### config.mk
export PLATFORM = sky130hd
export DESIGN_NAME = pipe_stall_ctrl
export DESIGN_NICKNAME = d
export VERILOG_FILES = /design/src/rtl/pipe_stall_ctrl_pkg.sv /design/src/rtl/pipe_stall_ctrl_mc_sequencer.sv /design/src/rtl/pipe_stall_ctrl.sv
export SDC_FILE = /design/constraint.sdc
export NUM_CORES = 1
export LEC_CHECK = 0
export BUFFER_PORTS_ARGS = -buffer_cell sky130_fd_sc_hd__buf_2
export CORE_MARGIN = 8
export CORE_UTILIZATION = 40
export CTS_CLUSTER_DIAMETER = 100
export CTS_CLUSTER_SIZE = 14
export DETAILED_ROUTE_END_ITERATION = 8
export GPL_TIMING_DRIVEN = 0
export MAX_ROUTING_LAYER = met4
export PLACE_DENSITY = 0.75
export SLEW_MARGIN = 10
export SYNTH_ARGS = -nofsm -noshare
export SYNTH_HDL_FRONTEND = slang
export SYNTH_SLANG_ARGS = --single-unit
### constraint.sdc
create_clock -name clk -period 2.4 [get_ports clk]
set_input_delay 0.36 -clock clk [delete_from_list [all_inputs] [get_ports clk]]
set_output_delay 0.36 -clock clk [all_outputs]
set_load 0.01 [all_outputs]
### src/rtl/pipe_stall_ctrl_pkg.sv
`default_nettype none
// ==========================================================================
// pipe_stall_ctrl_pkg : stall encodings, FSM states, defaults   | Rev 1.0
// ==========================================================================
package pipe_stall_ctrl_pkg;

  localparam int STALL_PC  = 0;
  localparam int STALL_IF  = 1;
  localparam int STALL_ID  = 2;
  localparam int STALL_EX  = 3;
  localparam int STALL_MEM = 4;
  localparam int STALL_WB  = 5;
  localparam int STALL_W   = STALL_WB + 1;

  typedef logic [STALL_W-1:0] stall_t;

  localparam stall_t STALL_NONE    = 6'b000000;
  localparam stall_t STALL_LOADUSE = stall_t'((1 << STALL_PC) | (1 << STALL_IF) | (1 << STALL_ID));
  localparam stall_t STALL_EXHOLD  = STALL_LOADUSE | stall_t'(1 << STALL_EX);

  localparam int CNT_W_DEF   = 6;
  localparam int MAX_LEN_DEF = 33;

  typedef enum logic [1:0] {
    ST_IDLE    = 2'd0,
    ST_MC_BUSY = 2'd1,
    ST_FLUSH   = 2'd2
  } state_e;

  function automatic int unsigned clamp_len(input int unsigned len, input int unsigned max_len);
    return (len > max_len) ? max_len : len;
  endfunction

endpackage
`default_nettype wire

### src/rtl/pipe_stall_ctrl_mc_sequencer.sv
`default_nettype none
// ==========================================================================
// mc_sequencer : multi-cycle EX countdown, length clamp, last-cycle flag | Rev 1.0
// ==========================================================================
module mc_sequencer
  import pipe_stall_ctrl_pkg::*;
#(
  parameter int CNT_W   = CNT_W_DEF,
  parameter int MAX_LEN = MAX_LEN_DEF
) (
  input  logic             clk,
  input  logic             rst,
  input  logic             start_i,
  input  logic [CNT_W-1:0] len_i,
  input  logic             busy_i,
  input  logic             abort_i,
  output logic             launch_o,
  output logic             hold_o,
  output logic             last_o,
  output logic             done_o
);

  logic [CNT_W-1:0] len_eff;
  logic [CNT_W-1:0] cnt_q;
  logic [CNT_W-1:0] cnt_d;

  assign len_eff  = CNT_W'(clamp_len(32'(len_i), 32'(MAX_LEN)));
  assign launch_o = start_i & (len_eff >= CNT_W'(2));
  assign done_o   = busy_i & (cnt_q == '0);
  assign hold_o   = launch_o | (busy_i & (cnt_q != '0));
  // Degenerate lengths (0/1) complete in the start cycle without holding EX.
  assign last_o   = ~abort_i & ((start_i & ~launch_o) | done_o);

  always_comb begin
    cnt_d = cnt_q;
    if (abort_i) begin
      cnt_d = '0;
    end else if (launch_o) begin
      cnt_d = len_eff - CNT_W'(2);
    end else if (busy_i && (cnt_q != '0)) begin
      cnt_d = cnt_q - CNT_W'(1);
    end
  end

  always_ff @(posedge clk) begin
    if (rst) begin
      cnt_q <= '0;
    end else begin
      cnt_q <= cnt_d;
    end
  end

endmodule
`default_nettype wire

### src/rtl/pipe_stall_ctrl.sv
`default_nettype none
// ==========================================================================
// pipe_stall_ctrl : stall vector, load-use detect, flush/redirect owner | Rev 1.0
// ==========================================================================
module pipe_stall_ctrl
  import pipe_stall_ctrl_pkg::*;
#(
  parameter int CNT_W   = CNT_W_DEF,
  parameter int MAX_LEN = MAX_LEN_DEF,
  parameter int PERF_W  = 16
) (
  input  logic              clk,
  input  logic              rst,
  input  logic              ex_is_load_i,
  input  logic [4:0]        ex_wd_i,
  input  logic              id_reg1_read_i,
  input  logic [4:0]        id_reg1_addr_i,
  input  logic              id_reg2_read_i,
  input  logic [4:0]        id_reg2_addr_i,
  input  logic              mc_start_i,
  input  logic [CNT_W-1:0]  mc_len_i,
  input  logic              flush_req_i,
  input  logic [31:0]       flush_pc_i,
  output logic [5:0]        stall_o,
  output logic              flush_o,
  output logic [31:0]       new_pc_o,
  output logic              mc_busy_o,
  output logic              mc_last_o,
  output logic [PERF_W-1:0] stall_cycles_o
);

  state_e              state_q;
  logic                flush_q;
  logic                ld_stalled_q;
  logic [31:0]         new_pc_q;
  logic [PERF_W-1:0]   perf_q;
  logic [PERF_W-1:0]   perf_d;
  stall_t              stall_d;

  logic in_idle, in_busy, hazard, loaduse_stall, mc_start_ok;
  logic mc_launch, mc_hold, mc_last, mc_done;

  assign in_idle = (state_q == ST_IDLE);
  assign in_busy = (state_q == ST_MC_BUSY);

  assign hazard = ex_is_load_i & (ex_wd_i != 5'd0) &
                  ((id_reg1_read_i & (id_reg1_addr_i == ex_wd_i)) |
                   (id_reg2_read_i & (id_reg2_addr_i == ex_wd_i)));

  assign mc_start_ok = in_idle & mc_start_i & ~flush_req_i;

  mc_sequencer #(
    .CNT_W   (CNT_W),
    .MAX_LEN (MAX_LEN)
  ) u_mc_sequencer (
    .clk      (clk),
    .rst      (rst),
    .start_i  (mc_start_ok),
    .len_i    (mc_len_i),
    .busy_i   (in_busy),
    .abort_i  (flush_req_i),
    .launch_o (mc_launch),
    .hold_o   (mc_hold),
    .last_o   (mc_last),
    .done_o   (mc_done)
  );

  // A load-use bubble is inserted once; the load has left EX by the next cycle.
  assign loaduse_stall = in_idle & hazard & ~ld_stalled_q & ~flush_req_i & ~mc_launch;

  always_comb begin
    stall_d = STALL_NONE;
    if (rst || flush_req_i) begin
      stall_d = STALL_NONE;
    end else if (mc_hold) begin
      stall_d = STALL_EXHOLD;
    end else if (loaduse_stall) begin
      stall_d = STALL_LOADUSE;
    end
  end

  always_ff @(posedge clk) begin
    if (rst) begin
      state_q      <= ST_IDLE;
      flush_q      <= 1'b0;
      new_pc_q     <= 32'd0;
      ld_stalled_q <= 1'b0;
    end else if (flush_req_i) begin
      state_q      <= ST_FLUSH;
      flush_q      <= 1'b1;
      new_pc_q     <= flush_pc_i;
      ld_stalled_q <= 1'b0;
    end else begin
      flush_q      <= 1'b0;
      ld_stalled_q <= loaduse_stall;
      case (state_q)
        ST_IDLE:    if (mc_launch) state_q <= ST_MC_BUSY;
        ST_MC_BUSY: if (mc_done)   state_q <= ST_IDLE;
        default:                   state_q <= ST_IDLE;
      endcase
    end
  end

  assign perf_d = ((stall_d != STALL_NONE) && (perf_q != '1)) ? perf_q + PERF_W'(1) : perf_q;

  always_ff @(posedge clk) begin
    if (rst) begin
      perf_q <= '0;
    end else begin
      perf_q <= perf_d;
    end
  end

  assign stall_o        = stall_d;
  assign flush_o        = flush_q & ~rst;
  assign new_pc_o       = rst ? 32'd0 : new_pc_q;
  assign mc_busy_o      = in_busy & ~rst;
  assign mc_last_o      = mc_last & ~rst;
  assign stall_cycles_o = rst ? '0 : perf_q;

endmodule
`default_nettype wire

==> flow_summary.json, run 1 <==
{
  "p_switching_mw": 0.569,
  "placed_area_um2": 3710,
  "crit_start": "state_q[0]",
  "p_clk_share_pct": 42.7,
  "start_util_pct": 41.4,
  "worst_pin_slew_ps": 727,
  "synth_flop_cell": "dfxtp_1",
  "multiInputGateArea_um2": 1770,
  "drv_cap": 0,
  "place.gp.congestion": 0.879,
  "grt_max_degree": 11,
  "clock_skew_ps": 11.0,
  "async_reset_ff_share_pct": 0,
  "hold_violations": 0,
  "clock-sinks": 58,
  "synthCells": 349,
  "grt_antenna_before_repair": 0,
  "clk_pin_slew_ps": 70,
  "crit_arrival_ps": 2550,
  "rr_worst_depth": 6,
  "endpoint_kind": "flip-flop",
  "critPathRequiredTime_ps": 2610,
  "rows": 31,
  "start_kind": "flip-flop",
  "grt_overflow_total": 0,
  "ys_seq_elements": 58,
  "endpoint": "perf_q[8]",
  "power.leakage_nw": 1.87,
  "drc": 0,
  "ios": 117,
  "synth-edff-count": 0,
  "die_w_um": 103,
  "rrSetupSlack_ps": 60,
  "fmax_mhz": 427,
  "die_area_um2": 10600,
  "synth-seq-area-share_pct": 38.4,
  "finalSetupViolations": 0,
  "io_buffers": 112,
  "cts_hold_buf": 0,
  "hpwl_um": 6380,
  "relSlewSlack_pct": 51.6,
  "first_global_vias": 2992,
  "path_class": "reg -> reg",
  "syn_area_um2": 3020,
  "critPathMaxFanout": 5,
  "regArea_um2": 1160,
  "switching_share_pct": 24.4,
  "ys_types": 47,
  "avgSynthCellArea_um2": 8.65,
  "viasPerCell": 4.91,
  "drt_wl_total_um": 8480,
  "root_buffer": "clkbuf_8",
  "first_pass_iters": 4,
  "drtIter0Drc": 84,
  "fin_crit_ps": 2340,
  "final_area_um2": 4040,
  "core-area_um2": 7290,
  "period_share_pct": 97.5,
  "n_fill_cell": 702,
  "status": "completed",
  "drive_above_1_share_pct": 35.3,
  "syn_to_final_growth_pct": 33.8,
  "ir_worst_vdd_mv": 0.324,
  "grt.total_usage_pct": 16.8,
  "ctsHtreeMaxLevel": 3,
  "numCtsBuffers": 9,
  "reg2reg_to": "perf_q[8]",
  "wl_per_cell_um": 14.5,
  "nets": 543,
  "power.internal_mw": 1.76,
  "setup_tns_ps": 0,
  "clk_latency_ps": 330,
  "fp.dieH_um": 103,
  "route.vias.total": 2863,
  "n_antenna_cell": 0,
  "reg2reg_from": "state_q[0]",
  "ant_nets": 0,
  "cts_tree": "built",
  "slew_viol_final": 0,
  "worstHoldPathType": "in -> reg",
  "power.density_nw_per_um2": 577,
  "synth_warnings": 0,
  "pwr-share-seq_pct": 43.8,
  "grt_pass1_wl_um": 13800,
  "clock_path_buffers": 2,
  "combPwrFrac_pct": 13.5
}
## what timing repair did
action	CTS	global route
setup buffers	2	4
gates resized for setup	3	14
pin swaps	0	3
endpoints found under the setup margin	4	13
## per-layer routing
| layer | vias up | GRT usage [%] | share of wire (%) |
|---|---|---|---|
| li1 | 1447 | - | - |
| met5 | - | - | 0 |
| met1 | 1325 | 19.0 | 44 |
| met4 | 0 | 6.34 | 1.2 |
| met2 | 83 | 27.2 | 47 |
| met3 | 8 | 5.13 | 7.9 |
## registers in the layout, summed over array words and instances (netlist names)
register / flops
state_q: 2
flush_q: 1
perf_q: 16
ld_stalled_q: 1
u_mc_sequencer.cnt_q: 6
new_pc_q: 32
## power groups by stage
| stage | logic (mW) | registers (mW) | clock network (mW) |
|---|---|---|---|
| detailed placement | 0.305 | 1.04 | 0 |
| global route | 0.349 | 1.03 | 1.07 |
| floorplan | 0.189 | 1.04 | 0 |
| CTS | 0.309 | 1.02 | 1.02 |
| finish | 0.314 | 1.02 | 0.996 |
| global placement | 0.296 | 1.04 | 0 |
## kinds of logic (layout without fill, tap and decap cells)
family,after synthesis,after routing,share of synthesized area (%)
mux,43,43,14.7
buf+inv,30,164,4.72
xor+xnor,14,14,4.06
simple gates,163,163,28.9
compound gates,36,36,7.42
fa+ha+maj,4,4,1.66
flops,58,58,38.4
other cells,1,2,0.124
## through the flow
stage	setup WS, ps	cells	hold WS, ps	power (mW)	util [%]
floorplan	31.1	350	426	1.22	-
global placement	-213	561	444	1.33	50.9
detailed placement	-263	561	450	1.35	50.9
CTS	-76.9	579	251	2.35	54.3
global route	-5.18	583	254	2.44	55.4
finish	60.0	583	263	2.33	55.4
## placed cells by master, fill, tap and decap left out, drive strengths merged, types with 6 or more instances in the layout
master	netlist	layout
inv	8	8
clkbuf	11	22
nor2	55	55
nor2b	49	49
nand4	6	6
o21ai	7	7
dfxtp	58	58
nand2	10	10
nand3	10	10
mux2i	33	33
buf	11	129
mux2	10	10
nor3	8	8
a21oi	14	14
xnor2	13	13
## worst max-delay path, stage by stage, from the launching register on
cell and delay [ps]:
dfxtp_2 330, or4b_4 520, nor4_4 330, a21oi_4 130, buf_4 160, nor4b_1 380, mux2_2 380
## worst min path at each step
stage | from | end | slack (ps) | cells after the start
floorplan | perf_q[4] | perf_q[4] | 430 | 1
global placement | u_mc_sequencer.cnt_q[5] | u_mc_sequencer.cnt_q[5] | 440 | 2
detailed placement | u_mc_sequencer.cnt_q[5] | u_mc_sequencer.cnt_q[5] | 450 | 2
CTS | flush_pc_i[19] | new_pc_q[19] | 250 | 3
global route | flush_pc_i[19] | new_pc_q[19] | 250 | 3
finish | flush_pc_i[30] | new_pc_q[30] | 260 | 3
## Yosys cell counts (2+ instances only)
cell type	instances	area, um2
and3_1	2	12.5
nor4b_1	3	26.3
buf_4	5	37.5
nand2_1	10	37.5
or2_2	2	12.5
nand3_1	10	50.1
nand4_1	6	37.5
mux2_2	10	113
o22ai_1	2	12.5
mux2i_1	33	330
dfxtp_1	58	1160
ha_1	4	50.1
clkbuf_1	10	37.5
nor4_1	3	18.8
a211oi_1	3	22.5
or4_1	3	22.5
o21ai_0	7	35.0
xnor2_1	13	114
a21oi_1	13	65.1
inv_1	7	26.3
o31ai_1	3	22.5
nor2b_1	49	307
buf_1	5	18.8
nand2b_1	4	25.0
nor3_1	8	40.0
nor2_1	55	206
## area by class of cell
class                      count  area share (%)
multi-input combinational    262            43.8
sequential                    58            28.8
timing repair buffer         118            15.3
clock buffer                  11            3.50
tap                           99            3.07
buffer                        22            2.85
clock inverter                 5            1.92
inverter                       8           0.743
No activity file was read; power rests on OpenSTA's default activity.
==> inputs of run 2 (changes only) <==
Settings changed: CELL_PAD_IN_SITES_DETAIL_PLACEMENT set to 1, CELL_PAD_IN_SITES_GLOBAL_PLACEMENT set to 1, CORE_UTILIZATION 40 to 32, PLACE_DENSITY 0.75 to 0.82.
==> flow_summary.json, run 2 (synthesis results as in run 1) <==
{
  "status": "finished, violations left",
  "violations": "setup timing",
  "largest_register": "new_pc_q",
  "period_share_pct": 101,
  "worst-path-buf-inv": 4,
  "ir_worst_vdd_mv": 0.303,
  "viasPerCell": 4.97,
  "finalSetupViolations": 2,
  "worst_pin_slew_ps": 711,
  "cts_tree": "built",
  "ctsHtreeMaxLevel": 3,
  "core-area_um2": 9200,
  "numCtsBuffers": 9,
  "clock_path_buffers": 2,
  "first_global_vias": 3232,
  "syn_to_final_growth_pct": 34.6,
  "relSlewSlack_pct": 52.6,
  "largest_reg_flops": 32,
  "rrSetupSlack_ps": 190,
  "cts_hold_buf": 0,
  "stdcell_count": 594,
  "mostFrequentLayoutCell": "buf_2",
  "drtIter0Drc": 91,
  "clk_latency_ps": 330,
  "endpoint_kind": "output port",
  "p_switching_mw": 0.598,
  "ant_nets": 0,
  "io_buffers": 112,
  "critPathMaxStageDelay_ps": 570,
  "crit_arrival_ps": 2070,
  "slew_viol_final": 0,
  "grt.total_usage_pct": 15.3,
  "critPathRequiredTime_ps": 2040,
  "route.vias.total": 2954,
  "final_cell_mix": "buf_2, dfxtp_1, nor2_1",
  "grt_antenna_before_repair": 0,
  "fin_crit_ps": 2430,
  "setup_ws_ps": -27.8,
  "start_kind": "input pin",
  "n_fill_cell": 1140,
  "p_clk_share_pct": 39.7,
  "clock-sinks": 58,
  "path_cells": "buf_8 -> or4_4 -> o21a_4 -> nor4_4 -> a21oi_4 -> inv_2 -> buf_6 -> buf_6",
  "clock_skew_ps": 11.7,
  "drt_wl_total_um": 9790,
  "multiInputGateArea_um2": 1790,
  "hpwl_um": 7480,
  "grt_overflow_total": 0,
  "regArea_um2": 1160,
  "rows": 35,
  "endpoint": "stall_o[1]",
  "clk_pin_slew_ps": 70,
  "switching_share_pct": 26.8,
  "hold_violations": 0,
  "power.internal_mw": 1.63,
  "grt_pass1_wl_um": 15500,
  "die_area_um2": 12800,
  "ios": 117,
  "worstHoldPathCells": 3,
  "top_regs": "new_pc_q x32, perf_q x16, u_mc_sequencer.cnt_q x6",
  "worstHoldPathType": "in -> reg",
  "drive_above_1_share_pct": 35.2,
  "critPathMaxFanout": 5,
  "fmax_mhz": 412,
  "power.density_nw_per_um2": 549,
  "reg2reg_from": "u_mc_sequencer.cnt_q[0]",
  "fp.dieH_um": 113,
  "pwr-share-seq_pct": 45.8,
  "crit_cells": 8,
  "combPwrFrac_pct": 14.5,
  "power.leakage_nw": 1.90,
  "cpMaxStageDelayCell": "or4_4",
  "path_common_cell": "buf_6",
  "start_util_pct": 32.8,
  "reg2reg_to": "perf_q[0]",
  "n_antenna_cell": 0,
  "place_ws_ps": -302,
  "root_buffer": "clkbuf_8",
  "rsz0062_at_grt": "true",
  "drv_cap": 0,
  "nets": 542,
  "path_class": "in -> out",
  "first_pass_iters": 4,
  "wl_per_cell_um": 16.5,
  "grt_max_degree": 12,
  "drc": 0,
  "place.gp.congestion": 0.908,
  "crit_start": "mc_len_i[1]",
  "die_w_um": 113,
  "rr_worst_depth": 10,
  "dp_cells": 573,
  "cpLargestDelayFamily": "simple AND/OR/NAND/NOR gates"
}
## run 2: what timing repair did
action                                 CTS  global route
setup endpoints to repair                4             4
pin swaps                                2             4
gates resized for setup                  8            16
endpoints found under the hold margin    0             0
buffers inserted                         3             2
## run 2: per-layer routing
metal | share of wire (%) | vias to the layer above | global-route usage (%) | wire (um)
li1 | - | 1444 | - | -
met5 | 0 | - | - | 0
met2 | 50 | 90 | 26.0 | 4870
met4 | 1.5 | 0 | 5.51 | 148
met1 | 42 | 1407 | 16.6 | 4130
met3 | 6.6 | 13 | 4.58 | 644
## run 2: worst min path at each step
stage / start / end / slack [ps]
floorplan: perf_q[4] / perf_q[4] / 430
global placement: perf_q[4] / perf_q[4] / 440
detailed placement: perf_q[4] / perf_q[4] / 450
CTS: flush_pc_i[9] / new_pc_q[9] / 250
global route: flush_pc_i[17] / new_pc_q[17] / 260
finish: flush_pc_i[17] / new_pc_q[17] / 260
## run 2: power groups by stage
stage          clock [mW]  combinational [mW]  sequential (mW)
2_1_floorplan           0               0.189             1.04
3_3_place_gp            0               0.300             1.04
3_5_place_dp            0               0.311             1.04
4_1_cts             0.922               0.318             1.02
5_1_grt             0.955               0.359             1.03
6_report            0.886               0.323             1.02
## run 2: worst register-to-register path, delay by kind of cell (launching register included)
family / cells / cell delay (ps)
AO/OA/AOI/OAI: 3 / 590
AND/OR/NAND/NOR: 1 / 140
flip-flops: 1 / 370
adder cells (fa/ha/maj): 1 / 230
multiplexers: 1 / 330
buffers and inverters: 4 / 450
## run 2: area by class of cell
cell class | count | share of cell area (%)
Clock inverter | 7 | 1.72
Buffer | 22 | 3.02
Sequential cell | 58 | 28.6
Clock buffer | 9 | 3.05
Inverter | 8 | 0.739
Multi-Input combinational cell | 262 | 44.0
Timing Repair Buffer | 117 | 15.4
Tap cell | 111 | 3.42
## run 2: through the flow
step | util [%] | area (um2) | power, mW | setup TNS (ps) | hold WS [ps]
after floorplan | - | 3020 | 1.22 | 0 | 426
after global placement | 40.5 | 3720 | 1.34 | -2410 | 444
after detailed placement | 40.5 | 3720 | 1.35 | -3060 | 451
after CTS | 43.2 | 3970 | 2.26 | 0 | 245
after global routing | 44.2 | 4070 | 2.34 | -217 | 256
final | 44.2 | 4070 | 2.23 | -48.5 | 263
==> inputs of run 3 (changes only) <==
--- a/config.mk
+++ b/config.mk
@@ -12,5 +12,4 @@
 export CORE_UTILIZATION = 32
 export CTS_CLUSTER_DIAMETER = 100
-export CTS_CLUSTER_SIZE = 14
 export DETAILED_ROUTE_END_ITERATION = 8
 export GPL_TIMING_DRIVEN = 0
==> constraint.sdc (replaced) <==
create_clock -name clk -period 2.4 [get_ports clk]
set_input_delay 0.12 -clock clk [delete_from_list [all_inputs] [get_ports clk]]
set_output_delay 0.12 -clock clk [all_outputs]
set_load 0.01 [all_outputs]
==> flow_summary.json, run 3 (synthesis results as in run 1) <==
{
  "reg2reg_to": "perf_q[12]",
  "start_util_pct": 32.8,
  "final_cell_mix": "buf_2, dfxtp_1, nor2_1",
  "place.gp.congestion": 0.908,
  "ios": 117,
  "grt_antenna_before_repair": 0,
  "stdcell_count": 591,
  "combPwrFrac_pct": 14.1,
  "whs_ps": 24.2,
  "pwr-share-seq_pct": 46.1,
  "clock_skew_ps": 10.3,
  "drc": 0,
  "start_kind": "flip-flop",
  "crit_arrival_ps": 2580,
  "syn_to_final_growth_pct": 31.6,
  "period_share_pct": 97.2,
  "drt_wl_total_um": 9630,
  "whs_endpoint": "new_pc_q[17]",
  "finalSetupViolations": 0,
  "io_buffers": 112,
  "fin_crit_ps": 2330,
  "clock_path_buffers": 2,
  "drtIter0Drc": 88,
  "ctsHtreeMaxLevel": 3,
  "drv_cap": 0,
  "fmax_mhz": 429,
  "final_area_um2": 3980,
  "hold_violations": 0,
  "n_antenna_cell": 0,
  "viasPerCell": 4.98,
  "ant_nets": 0,
  "ir_worst_vdd_mv": 0.303,
  "fp.dieH_um": 113,
  "utilization_pct": 43.2,
  "wl_per_cell_um": 16.3,
  "path_cells": "or4b_4 -> nor4_4 -> buf_4 -> a21oi_2 -> or4_1 -> a21oi_1",
  "clk_latency_ps": 330,
  "numCtsBuffers": 9,
  "die_area_um2": 12800,
  "first_pass_iters": 4,
  "p_clk_share_pct": 39.8,
  "cts_hold_buf": 0,
  "dp_cells": 573,
  "placed_area_um2": 3720,
  "mostFrequentLayoutCell": "buf_2",
  "endpoint_kind": "flip-flop",
  "rrSetupSlack_ps": 70,
  "cts_tree": "built",
  "clock-sinks": 58,
  "hp-start": "flush_pc_i[17]",
  "rr_worst_depth": 6,
  "first_global_vias": 3208,
  "largest_reg_flops": 32,
  "top_regs": "new_pc_q x32, perf_q x16, u_mc_sequencer.cnt_q x6",
  "worstHoldPathType": "in -> reg",
  "path_class": "reg -> reg",
  "nets": 539,
  "rows": 35,
  "hpwl_um": 7480,
  "worstHoldPathCells": 3,
  "status": "completed",
  "worst_pin_slew_ps": 711,
  "slew_viol_final": 0,
  "root_buffer": "clkbuf_8",
  "critPathRequiredTime_ps": 2650,
  "power.internal_mw": 1.62,
  "largest_register": "new_pc_q",
  "relSlewSlack_pct": 52.6,
  "die_w_um": 113,
  "grt_overflow_total": 0,
  "grt_pass1_wl_um": 15500,
  "critPathMaxStageDelay_ps": 560,
  "rsz0062_at_grt": "false",
  "critPathMaxFanout": 4,
  "drive_above_1_share_pct": 34.0,
  "grt.total_usage_pct": 15.2,
  "switching_share_pct": 26.8,
  "p_switching_mw": 0.594,
  "power.leakage_nw": 1.83,
  "power.density_nw_per_um2": 558,
  "core-area_um2": 9200,
  "clk_pin_slew_ps": 70,
  "route.vias.total": 2942,
  "grt_max_degree": 12,
  "reg2reg_from": "state_q[1]",
  "cpMaxStageDelayCell": "or4b_4"
}
run 3: area by class of cell:
type | instances | area, um2
timing repair buffer | 113 | 568
tap | 111 | 139
clock buffer | 9 | 124
sequential | 58 | 1160
buffer | 22 | 113
fill | 1141 | 5220
inverter | 8 | 30.0
clock inverter | 7 | 70.1
multi-input combinational | 263 | 1770
run 3: repair_timing:
item,in CTS,in global routing
buffers inserted,0,1
cloned,0,1
resized for setup,2,6
pin swaps,0,3
endpoints found under the setup margin,3,14
run 3: worst max-delay path by stage:
stage	from	depth (start not counted)	slack (ps)	endpoint
floorplan	flush_req_i	8	270	perf_q[11]
global placement	mc_len_i[4]	8	5	perf_q[11]
detailed placement	mc_len_i[4]	8	-60	perf_q[11]
CTS	state_q[1]	7	50	perf_q[11]
global route	state_q[1]	5	10	perf_q[15]
finish	state_q[1]	6	70	perf_q[12]
run 3: through the flow:
step                setup WS (ps)  total power, mW  TNS [ps]
detailed placement          -61.9             1.35      -140
finish                       66.7             2.22         0
CTS                          54.3             2.26         0
global placement             4.77             1.34         0
floorplan                     271             1.22         0
global route                 11.3             2.33         0
run 3: worst max-delay path, delay by kind of cell, from the launching register on:
kind                   cells  cell delay (ps)
flip-flops                 1              350
buffers and inverters      1              180
AO/OA/AOI/OAI              2              240
AND/OR/NAND/NOR            3             1490
run 3: metal layers:
metal / track usage [%] / vias up / part of all wire, %
li1: - / 1441 / -
met1: 16.5 / 1398 / 43
met2: 26.0 / 92 / 49
met3: 4.58 / 11 / 6.9
met4: 5.33 / 0 / 1.2
met5: - / - / 0
run 3: power by group through the flow:
stage | combinational [mW] | clock (mW) | sequential, mW
after floorplan | 0.189 | 0 | 1.04
after global placement | 0.300 | 0 | 1.04
after detailed placement | 0.311 | 0 | 1.04
after CTS | 0.314 | 0.922 | 1.02
after global routing | 0.349 | 0.954 | 1.03
final | 0.313 | 0.884 | 1.02
